### config.mk
export PLATFORM = sky130hd
export DESIGN_NAME = genius_round_controller_flat
export DESIGN_NICKNAME = d
export VERILOG_FILES = /design/src/rtl/genius_round_if.sv /design/src/rtl/genius_round_controller.sv /design/src/flat_wrapper.sv
export SDC_FILE = /design/constraint.sdc
export NUM_CORES = 1
export LEC_CHECK = 0
export CORE_ASPECT_RATIO = 0.75
export CORE_UTILIZATION = 56
export CTS_CLUSTER_SIZE = 14
export DETAILED_ROUTE_END_ITERATION = 8
export HOLD_SLACK_MARGIN = 0.08
export PLACE_DENSITY = 0.79
export SETUP_SLACK_MARGIN = 0.4
export SYNTH_ARGS = -nofsm -noshare
export SYNTH_HDL_FRONTEND = slang
export SYNTH_SLANG_ARGS = --single-unit
### constraint.sdc
create_clock -name clock -period 2.5 [get_ports clock]
set_input_delay 0.75 -clock clock [delete_from_list [all_inputs] [get_ports clock]]
set_output_delay 0.75 -clock clock [all_outputs]
set_load 0.1 [all_outputs]
### src/rtl/genius_round_if.sv
// genius_round_if
// Groups the signals between the Genius round controller and the rest of the
// game: player inputs, the sequence-memory read port and the status outputs
// used by the display and LED logic.
//
// Signals:
//   start      - level signal, a rising edge starts a game
//   btn[2:0]   - debounced player buttons, bit i = symbol i
//   seq_data   - sequence symbol at seq_addr (combinational read)
//   seq_addr   - sequence index being shown or checked
//   show_valid - high while a symbol is displayed
//   show_value - displayed symbol, 0 when nothing is shown
//   level      - current level, round length is level+1
//   progress   - correct presses accepted in the current round
//   state_code - IDLE=0 SHOW_ON=1 SHOW_GAP=2 WAIT_INPUT=3 LEVEL_UP=4 WIN=5 FAIL=6
//   game_over  - high in WIN or FAIL
//   won        - high in WIN only
//
// Modports:
//   master - the round controller
//   slave  - the surrounding game logic
interface genius_round_if;
  logic       start;
  logic [2:0] btn;
  logic [1:0] seq_data;
  logic [3:0] seq_addr;
  logic       show_valid;
  logic [1:0] show_value;
  logic [3:0] level;
  logic [3:0] progress;
  logic [2:0] state_code;
  logic       game_over;
  logic       won;

  modport master (
    input  start, btn, seq_data,
    output seq_addr, show_valid, show_value, level, progress,
           state_code, game_over, won
  );

  modport slave (
    output start, btn, seq_data,
    input  seq_addr, show_valid, show_value, level, progress,
           state_code, game_over, won
  );
endinterface

### src/rtl/genius_round_controller.sv
// genius_round_controller
// Timed game-flow controller for the Genius datapath. It replays the current
// level from the sequence memory (each symbol shown for SHOW_TICKS ticks,
// followed by GAP_TICKS ticks of blank), then checks the player's button
// presses against the sequence with a per-press timeout, and reports
// level/progress/win/fail status.
//
// Ports:
//   clock - system clock
//   reset - synchronous, active-low
//   bus   - genius_round_if master modport (start, btn, seq_data in;
//           seq_addr, show_valid, show_value, level, progress, state_code,
//           game_over, won out)
//
// Parameters:
//   TICK_DIV      - clock cycles per game tick (>= 2)
//   SHOW_TICKS    - ticks each symbol is shown
//   GAP_TICKS     - ticks of blank between symbols
//   TIMEOUT_TICKS - ticks allowed per player press
//   MAX_LEVEL     - final level index (<= 15)
module genius_round_controller #(
  parameter int TICK_DIV      = 25000000,
  parameter int SHOW_TICKS    = 2,
  parameter int GAP_TICKS     = 1,
  parameter int TIMEOUT_TICKS = 10,
  parameter int MAX_LEVEL     = 15
) (
  input  logic          clock,
  input  logic          reset,
  genius_round_if.master bus
);

  typedef enum logic [2:0] {
    IDLE       = 3'd0,
    SHOW_ON    = 3'd1,
    SHOW_GAP   = 3'd2,
    WAIT_INPUT = 3'd3,
    LEVEL_UP   = 3'd4,
    WIN        = 3'd5,
    FAIL       = 3'd6
  } state_t;

  localparam int TICK_MAX_A = (SHOW_TICKS > GAP_TICKS) ? SHOW_TICKS : GAP_TICKS;
  localparam int TICK_MAX   = (TICK_MAX_A > TIMEOUT_TICKS) ? TICK_MAX_A : TIMEOUT_TICKS;
  localparam int TW         = $clog2(TICK_MAX + 1);
  localparam int PW         = $clog2(TICK_DIV);

  localparam logic [PW-1:0] PRESC_LAST   = PW'(TICK_DIV - 1);
  localparam logic [TW-1:0] SHOW_LAST    = TW'(SHOW_TICKS - 1);
  localparam logic [TW-1:0] GAP_LAST     = TW'(GAP_TICKS - 1);
  localparam logic [TW-1:0] TIMEOUT_LAST = TW'(TIMEOUT_TICKS - 1);
  localparam logic [3:0]    MAX_LVL      = 4'(MAX_LEVEL);

  state_t        state_q, state_d;
  logic [3:0]    level_q, level_d;
  logic [3:0]    seq_addr_q, seq_addr_d;
  logic [3:0]    progress_q, progress_d;
  logic [PW-1:0] presc_q, presc_d;
  logic [TW-1:0] tick_cnt_q, tick_cnt_d;
  logic          start_q, start_d;
  logic [2:0]    btn_q, btn_d;
  logic          start_armed_q, start_armed_d;

  logic          start_edge;
  logic [2:0]    press;
  logic          tick;
  logic [2:0]    expected_press;
  logic          restart_timer;
  logic          timed_state;

  // start_q loads 0 in reset, so a start held high through reset release
  // would look like a rising edge. start_armed_q only sets once start has
  // been seen low after reset, which suppresses that false edge.
  always_comb begin
    start_d       = bus.start;
    btn_d         = bus.btn;
    start_armed_d = start_armed_q | ~bus.start;
    start_edge    = bus.start & ~start_q & start_armed_q;
    press         = bus.btn & ~btn_q;
    tick          = (presc_q == PRESC_LAST);
    timed_state   = (state_q == SHOW_ON) || (state_q == SHOW_GAP) ||
                    (state_q == WAIT_INPUT);
  end

  // One-hot button pattern that matches the current symbol. Symbol 3 has no
  // button, so any press against it is wrong.
  always_comb begin
    expected_press = 3'b000;
    case (bus.seq_data)
      2'd0:    expected_press = 3'b001;
      2'd1:    expected_press = 3'b010;
      2'd2:    expected_press = 3'b100;
      default: expected_press = 3'b000;
    endcase
  end

  // Next-state and datapath update for the game flow.
  always_comb begin
    state_d       = state_q;
    level_d       = level_q;
    seq_addr_d    = seq_addr_q;
    progress_d    = progress_q;
    restart_timer = 1'b0;

    case (state_q)
      IDLE, WIN, FAIL: begin
        if (start_edge) begin
          level_d    = 4'd0;
          seq_addr_d = 4'd0;
          progress_d = 4'd0;
          state_d    = SHOW_ON;
        end
      end

      SHOW_ON: begin
        if (tick && (tick_cnt_q == SHOW_LAST)) begin
          state_d = SHOW_GAP;
        end
      end

      SHOW_GAP: begin
        if (tick && (tick_cnt_q == GAP_LAST)) begin
          if (seq_addr_q == level_q) begin
            seq_addr_d = 4'd0;
            progress_d = 4'd0;
            state_d    = WAIT_INPUT;
          end else begin
            seq_addr_d = seq_addr_q + 4'd1;
            state_d    = SHOW_ON;
          end
        end
      end

      // A press always wins over a timeout landing in the same cycle.
      WAIT_INPUT: begin
        if (press != 3'b000) begin
          if ((expected_press != 3'b000) && (press == expected_press)) begin
            progress_d = progress_q + 4'd1;
            if (seq_addr_q == level_q) begin
              state_d = LEVEL_UP;
            end else begin
              seq_addr_d    = seq_addr_q + 4'd1;
              restart_timer = 1'b1;
            end
          end else begin
            state_d = FAIL;
          end
        end else if (tick && (tick_cnt_q == TIMEOUT_LAST)) begin
          state_d = FAIL;
        end
      end

      LEVEL_UP: begin
        if (level_q == MAX_LVL) begin
          state_d = WIN;
        end else begin
          level_d    = level_q + 4'd1;
          seq_addr_d = 4'd0;
          progress_d = 4'd0;
          state_d    = SHOW_ON;
        end
      end

      default: state_d = IDLE;
    endcase
  end

  // Prescaler and tick counter restart on every state change (and on each
  // accepted press) so a state lasting N ticks holds exactly N*TICK_DIV
  // cycles. The tick counter only advances in the timed states, so it never
  // runs past the longest interval.
  always_comb begin
    presc_d    = presc_q;
    tick_cnt_d = tick_cnt_q;
    if ((state_d != state_q) || restart_timer) begin
      presc_d    = '0;
      tick_cnt_d = '0;
    end else begin
      presc_d = tick ? '0 : (presc_q + PW'(1));
      if (tick && timed_state) begin
        tick_cnt_d = tick_cnt_q + TW'(1);
      end
    end
  end

  always_ff @(posedge clock) begin
    if (!reset) begin
      state_q       <= IDLE;
      level_q       <= 4'd0;
      seq_addr_q    <= 4'd0;
      progress_q    <= 4'd0;
      presc_q       <= '0;
      tick_cnt_q    <= '0;
      start_q       <= 1'b0;
      btn_q         <= 3'b000;
      start_armed_q <= 1'b0;
    end else begin
      state_q       <= state_d;
      level_q       <= level_d;
      seq_addr_q    <= seq_addr_d;
      progress_q    <= progress_d;
      presc_q       <= presc_d;
      tick_cnt_q    <= tick_cnt_d;
      start_q       <= start_d;
      btn_q         <= btn_d;
      start_armed_q <= start_armed_d;
    end
  end

  always_comb begin
    bus.seq_addr   = seq_addr_q;
    bus.level      = level_q;
    bus.progress   = progress_q;
    bus.state_code = state_q;
    bus.show_valid = (state_q == SHOW_ON);
    bus.show_value = (state_q == SHOW_ON) ? bus.seq_data : 2'd0;
    bus.game_over  = (state_q == WIN) || (state_q == FAIL);
    bus.won        = (state_q == WIN);
  end

endmodule
### src/flat_wrapper.sv
// flat-port wrapper written by rule: the top's interface ports become plain ports
module genius_round_controller_flat 
#(
  parameter int TICK_DIV      = 25000000,
  parameter int SHOW_TICKS    = 2,
  parameter int GAP_TICKS     = 1,
  parameter int TIMEOUT_TICKS = 10,
  parameter int MAX_LEVEL     = 15
)
  (clock, reset, bus_start, bus_btn, bus_seq_data, bus_seq_addr, bus_show_valid, bus_show_value, bus_level, bus_progress, bus_state_code, bus_game_over, bus_won);
  genius_round_if bus_i ();
  input  logic clock;
  input  logic reset;
  input wire logic [$bits(bus_i.start)-1:0] bus_start;
  input wire logic [$bits(bus_i.btn)-1:0] bus_btn;
  input wire logic [$bits(bus_i.seq_data)-1:0] bus_seq_data;
  output wire logic [$bits(bus_i.seq_addr)-1:0] bus_seq_addr;
  output wire logic [$bits(bus_i.show_valid)-1:0] bus_show_valid;
  output wire logic [$bits(bus_i.show_value)-1:0] bus_show_value;
  output wire logic [$bits(bus_i.level)-1:0] bus_level;
  output wire logic [$bits(bus_i.progress)-1:0] bus_progress;
  output wire logic [$bits(bus_i.state_code)-1:0] bus_state_code;
  output wire logic [$bits(bus_i.game_over)-1:0] bus_game_over;
  output wire logic [$bits(bus_i.won)-1:0] bus_won;
  assign bus_i.start = bus_start;
  assign bus_i.btn = bus_btn;
  assign bus_i.seq_data = bus_seq_data;
  assign bus_seq_addr = bus_i.seq_addr;
  assign bus_show_valid = bus_i.show_valid;
  assign bus_show_value = bus_i.show_value;
  assign bus_level = bus_i.level;
  assign bus_progress = bus_i.progress;
  assign bus_state_code = bus_i.state_code;
  assign bus_game_over = bus_i.game_over;
  assign bus_won = bus_i.won;
  genius_round_controller #(.TICK_DIV(TICK_DIV), .SHOW_TICKS(SHOW_TICKS), .GAP_TICKS(GAP_TICKS), .TIMEOUT_TICKS(TIMEOUT_TICKS), .MAX_LEVEL(MAX_LEVEL)) u_core (.clock(clock), .reset(reset), .bus(bus_i));
endmodule
# [Yosys cells after proc, flatten, opt, wreduce, memory -nomap -nowiden]
# Index checks and enable logic that the tools add are counted.
[word_totals] input_bits=8 ff_bits=49 out_inout_bits=20 wordCells=97
[classes] addsub=5 mux=31 n_eq_ne=22 bitwise=8 reduce_logical=22
[ops] operator="$mux 4" n=12
[ops] operator="$pmux 4 s4" n=2
[ops] operator="$add 25x1->25 const B" n=1
[ops] operator="$eq 25x25->1 const B" n=1
[ops] operator="$mux 3" n=8
[ops] operator="$add 4x1->4 const B" n=4
[ops] operator="$pmux 3 s5" n=1
[ops] operator="$reduce_and 7->1" n=2
[ops] operator="$ne 2x2->1 const B" n=6
[ops] operator="$eq 3x3->1 const B" n=3
[ops] operator="$pmux 3 s3" n=1
[ops] operator="$eq 4x4->1 const B" n=2
[ops] operator="$pmux 4 s2" n=1
[ops] operator="$eq 3x2->1 const B" n=2
[ops] operator="$reduce_bool 3->1" n=2
[ops] operator="$reduce_or 3->1" n=2
[ops] operator="$logic_and 1x1->1" n=5
[ops] operator="$eq 4x1->1 const B" n=1
[ops] operator="$eq 4x4->1" n=1
[ops] operator="$logic_not 4->1" n=1
[ops] operator="$logic_or 1x1->1" n=4
[ops] operator="$mux 1" n=4
[ops] operator="$mux 2" n=2
[ops] operator="$reduce_bool 4->1" n=1
[ops] operator="16 further kinds" n=19

# [Longest topological paths before layout]
# Gate-level depths: netlist (run 1).
[logic_depth] depth_word=10 ltp_mapped=8 depth_no_buf=8

# [Least setup slack after synthesis (run 1)]
# OpenSTA, ideal clock, no wires.
[synth_timing] kind="register -> output" start="reg u_core.state_q[0] (netlist: u_core.bus.state_code[0])" end="out bus_show_value[0]" path_buffers=1 t_required_ns=1.750 path_stages_with_launch=4 arrival_time_ns=2.407 slack_ns=-0.657 path_cell_list="dfxtp_1 clkbuf_1 nor2b_1 and3_1"
[synth_via] elab_chain_len=2
[synth_rtl] element="start, declared" line="genius_round_controller.sv:54" text="state_t state_q, state_d;"
[synth_rtl] element="start signal, assigned" line="genius_round_controller.sv:198" text="state_q <= state_d;"
[synth_rtl] element="$eq 3x1->1" line="genius_round_controller.sv:216" text="bus.show_value = (state_q == SHOW_ON) ? bus.seq_data : 2'd0;"
[synth_rtl] element="$mux 2" line="genius_round_controller.sv:216"
[synth_rtl] element="end, declared" line="flat_wrapper.sv:19" text="output wire logic [$bits(bus_i.show_value)-1:0] bus_show_value;"
# Every way passes these cells.

# [Final worst setup path (run 1)]
[layout_timing] start="in bus_btn[2]" end="reg u_core.progress_q[0] (netlist: u_core.bus.progress[0])"
[layout_via] elab_chain_len=5 word_cells_on_any_way=7 classes_between="3 x eq/ne; 1 x bitwise; 3 x reduce/logical"
[layout_rtl] element="start, declared" line="flat_wrapper.sv:15" text="input wire logic [$bits(bus_i.btn)-1:0] bus_btn;"
[layout_rtl] element="$and 3x3->3 *" line="genius_round_controller.sv:79" text="press = bus.btn & ~btn_q;"
[layout_rtl] element="$eq 3x3->1" line="genius_round_controller.sv:137" text="if ((expected_press != 3'b000) && (press == expected_press)) begin"
[layout_rtl] element="$logic_and 1x1->1" line="genius_round_controller.sv:137"
[layout_rtl] element="$ne 2x2->1 (no source line)"
[layout_rtl] element="$reduce_and 7->1 (no source line) *"
[layout_rtl] element="end signal, assigned" line="genius_round_controller.sv:201" text="progress_q <= progress_d;"
[layout_rtl] element="end, declared" line="genius_round_controller.sv:57" text="logic [3:0] progress_q, progress_d;"
# Every way passes the cells marked *; elsewhere a longest branch is shown, timed or not.
# A chain may end at the register's enable or synchronous reset.

==> run_results.csv, run 1 <==
group,metric,value,unit
cts,ctsHtreeMaxLevel,2,
layout,stdcell_area,3511,µm²
detailed_routing,viasPerCell,5.903,
cts,cts_buffers,5,
detailed_routing,routed_wl,6.858,mm
cts,clock_path_buffers,2,
yosys,synthMostInstantiatedCell,"dfxtp_1",
timing,finClkSkew,0.004360,ns
die,rows,21,
yosys,synthTopCellsByCount,"dfxtp_1, nor2_1, xor2_1",
place,dp.cells,401,
cts,clockRootBuffer,"clkbuf_8",
layout,n_antenna_cell,0,
timing,fin_ws,0.3522,ns
global_route,first_global_vias,2146,
power_and_ir_drop,total_power,1.449,mW
yosys,synth_top_area_frac,0.3748,
setup_path,worstPathMaxFanout,3,
setup_path,cp-start-kind,"primary input",
cts,path_clk_slew,0.09,ns
yosys,synthArstFlopShare,0,
layout,nNetsFinal,388,
global_route,track_usage,0.2662,
setup_path,worstSetupEndpointType,"register",
setup_path,crit_slowest_cell,"or3_4",
power_and_ir_drop,power.leakage,1.389,nW
yosys,syn-cell-area,2618,µm²
cts,clk_latency,0.31,ns
global_route,grt_max_degree,17,
timing,fin_crit,2.148,ns
die,coreArea,4467,µm²
die,die_area,4955,µm²
place,placement.io_buffers,27,
run,drv_cap,0,
yosys,seq_area_frac_synth,0.3748,
setup_path,path_class,"primary input to register",
layout,final_core_utilization,0.7860,
timing,rsz0062_at_grt,"true",
cts,tritoncts,"done",
timing,final.period_utilization,0.8591,
layout,fin_cells,431,
die,dieHeight,61.21,µm
layout,areaGrowthSynthToFinish,34.13,%
timing,setup_tns,0,ns
run_status,outcome,"finished clean",
setup_path,required,2.75,ns
detailed_routing,final_antenna_net_count,0,
layout,multi_input_area,1735,µm²
timing,timing.slew.headroom,0.6620,
layout,drive_above_1_share,0.3422,
detailed_routing,via_count,2544,
yosys,synth_edf_count,0,
setup_path,reg2reg_setup_slack,0.41,ns
timing,max_freq,0.4656,GHz
global_route,grt_pass1_wl,9.956,mm
yosys,syn_nets,331,
yosys,ys_seq_elements,49,
die,start_util,0.5860,
place,place_ws,-0.2153,ns
die,die_w,80.95,µm
timing,whs,0.4782,ns
timing,setup_violations,0,
place,place.gp.congestion,0.9036,
place,place_area,3105,µm²
cts,cts_sinks,49,
global_route,grt_overflow,0,
timing,worstMarginPinSlew,0.5070,ns
layout,ff_latch_area,1028,µm²
yosys,synth-main-ff-cell,"dfxtp_1",
yosys,synth_area_per_cell,8.283,µm²
die,ioPinCount,28,
global_route,grt_antenna_before_repair,0,
yosys,yosys.area.top_type,"dfxtp_1",
yosys,synth_cell_types,48,
power_and_ir_drop,cellPowerDensity,412.6,nW/µm²
setup_path,arrival,2.39,ns
place,dp.final_hpwl,4.367,mm
power_and_ir_drop,vdd.ir_drop.worst,0.3515,mV
detailed_routing,route.detailed.drc,0,
yosys,synthCells,316,
detailed_routing,drt_iter0_markers,128,
yosys,yosysWarnings,0,
setup_path,cp_cell_sequence,"dlygate4sd2_1, nor4bb_4, a31oi_1, and3_4, or2_4, or3_4, a21oi_1",
detailed_routing,dr.pass1.iters,5,
timing,finalHoldViolCount,0,
detailed_routing,avgRoutedWirePerCell,15.91,µm
yosys,synth_area_leaders,"dfxtp_1, xor2_1, nor2_1",
layout,nFillCells,292,
timing,slew_violations,0,
setup_path,cp_slowest_stage_delay,0.38,ns
worst_hold_path,holdCritPathClass,"register to register",
==> where the power goes <==
part	switching, mW	leakage, nW	internal, mW
sequential	0.00935	0.411	0.785
clock	0.276	0.0417	0.198
combinational	0.0979	0.937	0.0823
==> registers in the layout (all words and copies together) (netlist names) <==
register and cells:
u_core.btn_q 3, u_core.bus.progress 4, u_core.presc_q 25, u_core.start_armed_q 1, u_core.bus.level 4, u_core.bus.state_code 3, u_core.tick_cnt_q 4, u_core.start_q 1
u_core.bus.seq_addr 4
==> cells by family after synthesis <==
kind of cell | synth area share
AOI/OAI and AO/OA | 0.1205
xor gates and xnor gates | 0.1004
adders and majority gates | 0.03728
buffers and inverters | 0.02868
DFF | 0.3748
muxes | 0.01195
and+or+nand+nor | 0.3265
==> routing by layer <==
| layer | track usage | up-vias | share of wire |
|---|---|---|---|
| li1 | - | 1228 | - |
| met1 | 0.3967 | 1211 | 0.48 |
| met2 | 0.3661 | 94 | 0.43 |
| met3 | 0.06815 | 11 | 0.072 |
| met4 | 0.09694 | 0 | 0.017 |
| met5 | 0 | - | 0 |
==> critical path: cells and delay by family <==
family	cells	cell delay, ns
AND/OR/NAND/NOR	4	1.11
AO/OA/AOI/OAI	2	0.29
buffers and inverters	1	0.25
==> placed cells by master, fill, tap and decap left out, drive strengths merged, types with 2 or more instances in the layout <==
cell type / n
and4: 2
or2: 2
o21ai: 11
xnor2: 9
o21bai: 2
nor4: 2
nand2b: 5
nand4b: 3
a211oi: 2
buf: 54
a31oi: 5
nand2: 20
nand3: 20
nand4: 10
and2: 8
and3: 13
nand3b: 4
dfxtp: 49
nor3: 13
nor2b: 5
a21oi: 16
nor4bb: 2
clkinvlp: 2
or3: 3
inv: 10
nor2: 43
mux2i: 2
ha: 7
dlygate4sd2: 2
clkdlybuf4s15: 2
xor2: 21
clkbuf: 7
o22ai: 2
==> path summary, 6_finish.rpt <==
path         cells after the start                 start                     end
min reg2reg                      2  u_core.start_armed_q    u_core.start_armed_q
max                              7            bus_btn[2]  u_core.bus.progress[0]
min                              2  u_core.start_armed_q    u_core.start_armed_q
max reg2reg                      8     u_core.presc_q[0]  u_core.bus.seq_addr[0]
==> timing repair <==
action                     4_1_cts  5_1_grt
hold endpoints to repair         0        0
setup buffers                   15        7
gates cloned                     0        0
gates resized for setup         36       26
hold buffers                     0        0
setup endpoints to repair       45       15
pin swaps                       12       12
==> area by class of cell <==
cell class,count,share of cell area
multi-input cells,247,0.4943
flip-flops and latches,49,0.2929
repair buffers,60,0.1554
clock buffers,6,0.02067
well taps,57,0.02031
inverters,10,0.01247
clock inverters,2,0.003920
Note: power is estimated with default switching activity, not from simulation.
==> inputs of run 2 (changes only) <==
--- a/config.mk
+++ b/config.mk
@@ -6,6 +6,7 @@
 export NUM_CORES = 1
 export LEC_CHECK = 0
 export CORE_ASPECT_RATIO = 0.75
+export CORE_MARGIN = 5
 export CORE_UTILIZATION = 56
 export CTS_CLUSTER_SIZE = 14
 export DETAILED_ROUTE_END_ITERATION = 8
==> run 2 against run 1 <==
  * Via count up 1.9%
  * Combinational power up 3%
  * Non-clock buffer count up 3
  * Cell count up 0.70%
  * Design area up 2.0%
  * Core utilization up 1.1 points
  * Clock power up 17%
  * Global-route usage down 4.1 points
  * Hold slack better by 0.0085 ns
  * First-iteration DRC count up 84%
  * Largest cell class unchanged
==> run_results.csv, run 2 (synthesis results as in run 1) <==
group,metric,value,unit
timing,finalHoldViolCount,0,
timing,timing.slew.headroom,0.6227,
layout,drive_above_1_share,0.3554,
timing,final.period_utilization,0.8490,
detailed_routing,routed_wl,7.283,mm
cts,clockRootBuffer,"clkbuf_8",
detailed_routing,avgRoutedWirePerCell,16.78,µm
setup_path,cp_slowest_stage_delay,0.52,ns
cts,tritoncts,"done",
detailed_routing,drt_iter0_markers,236,
die,die_w,88.95,µm
die,dieHeight,69.21,µm
die,coreArea,4493,µm²
detailed_routing,viasPerCell,5.975,
global_route,use_met2,0.2982,
global_route,track_usage,0.2247,
timing,fin_crit,2.122,ns
place,place_ws,-0.2242,ns
die,start_util,0.5826,
place,placement.io_buffers,27,
die,die_area,6156,µm²
run_status,outcome,"finished clean",
timing,rsz0062_at_grt,"true",
layout,largest_reg_flops,25,
global_route,grt_pass1_wl,11.12,mm
timing,finClkSkew,0.004137,ns
timing,setup_violations,0,
place,place_area,3090,µm²
cts,cts_sinks,49,
timing,worstMarginPinSlew,0.5617,ns
global_route,grt_use_met3,0.05701,
power_and_ir_drop,vdd.ir_drop.worst,0.3644,mV
die,rows,21,
timing,max_freq,0.4711,GHz
layout,multi_input_area,1762,µm²
setup_path,cp-start-kind,"register",
global_route,grt_antenna_before_repair,0,
layout,layout_commonest_cell,"buf_4",
layout,nNetsFinal,391,
setup_path,required,2.73,ns
power_and_ir_drop,cellPowerDensity,428.2,nW/µm²
setup_path,worstSetupEndpointType,"register",
layout,final_cell_mix,"buf_4, nor2_1, dfxtp_1",
timing,slew_violations,0,
timing,setup_tns,0,ns
die,ioPinCount,28,
setup_path,crit_slowest_cell,"or4_4",
setup_path,cp_common_cell,"buf_6",
place,place.gp.congestion,0.8595,
cts,clk_latency,0.30,ns
layout,nFillCells,289,
global_route,grt_overflow,0,
layout,stdcell_area,3580,µm²
global_route,grt_max_degree,17,
power_and_ir_drop,total_power,1.533,mW
run,drv_cap,0,
detailed_routing,route.detailed.drc,0,
layout,ff_latch_area,1028,µm²
setup_path,worstPathMaxFanout,5,
cts,cts_buffers,5,
cts,path_clk_slew,0.09,ns
cts,clock_path_buffers,2,
setup_path,path_class,"register to register",
place,dp.final_hpwl,4.474,mm
global_route,top_usage_layer,"met1",
power_and_ir_drop,power.leakage,1.409,nW
detailed_routing,final_antenna_net_count,0,
layout,largest-register,"u_core.presc_q",
layout,n_antenna_cell,0,
cts,ctsHtreeMaxLevel,2,
detailed_routing,via_count,2593,
worst_hold_path,holdCritPathClass,"register to register",
detailed_routing,dr.pass1.iters,5,
timing,fin_ws,0.3775,ns
setup_path,cp_cell_sequence,"nor4_4, nand4b_1, or4_4, a211oi_4, buf_6, buf_6, nand3_2, a21oi_1",
layout,areaGrowthSynthToFinish,36.76,%
global_route,first_global_vias,2313,
global_route,gr-usage-met1,0.3446,
setup_path,arrival,2.36,ns
[run 2: worst max-delay path: cells and delay by family, from the launching register on]
family / cells / cell delay (ns)
buffers and inverters: 2 / 0.25
AOI/OAI and AO/OA: 2 / 0.38
and+or+nand+nor: 4 / 1.06
DFF: 1 / 0.37
[run 2: layout make-up]
cell class              count  share of cell area
clock buffers               7             0.03006
clock inverters             1            0.002097
inverters                  10             0.01223
multi-input cells         247              0.4921
flip-flops and latches     49              0.2873
well taps                  57             0.01992
repair buffers             63              0.1562
[run 2: what timing repair did]
item,CTS,global route
gates resized for setup,39,27
hold buffers,0,0
endpoints found under the hold margin,0,0
pin swaps,16,15
setup buffers,16,11
setup endpoints to repair,46,17
[run 2: metal layers]
layer,part of all wire,routed length (µm)
met3,0.080,580
met1,0.46,3355
met5,0,0
met4,0.017,127
met2,0.44,3219
[run 2: path summary, 6_finish.rpt]
kind,from,to,slack (ns),depth (start not counted)
setup / recovery,u_core.presc_q[9],u_core.bus.seq_addr[1],0.38,8
hold reg to reg,u_core.start_armed_q,u_core.start_armed_q,0.49,2
setup reg to reg,u_core.presc_q[9],u_core.bus.seq_addr[1],0.38,8
hold / removal,u_core.start_armed_q,u_core.start_armed_q,0.49,2
[run 2: stage by stage]
step | hold WS (ns) | instances | util
floorplan | 0.4209 | 316 | -
global placement | 0.4340 | 399 | 0.6878
detailed placement | 0.4410 | 399 | 0.6878
CTS | 0.4978 | 423 | 0.7574
global route | 0.5210 | 434 | 0.7967
finish | 0.4867 | 434 | 0.7967
[run 2: power by group]
| part | switching, mW | internal (mW) |
|---|---|---|
| clock | 0.270 | 0.285 |
| sequential | 0.00950 | 0.784 |
| combinational | 0.103 | 0.0822 |
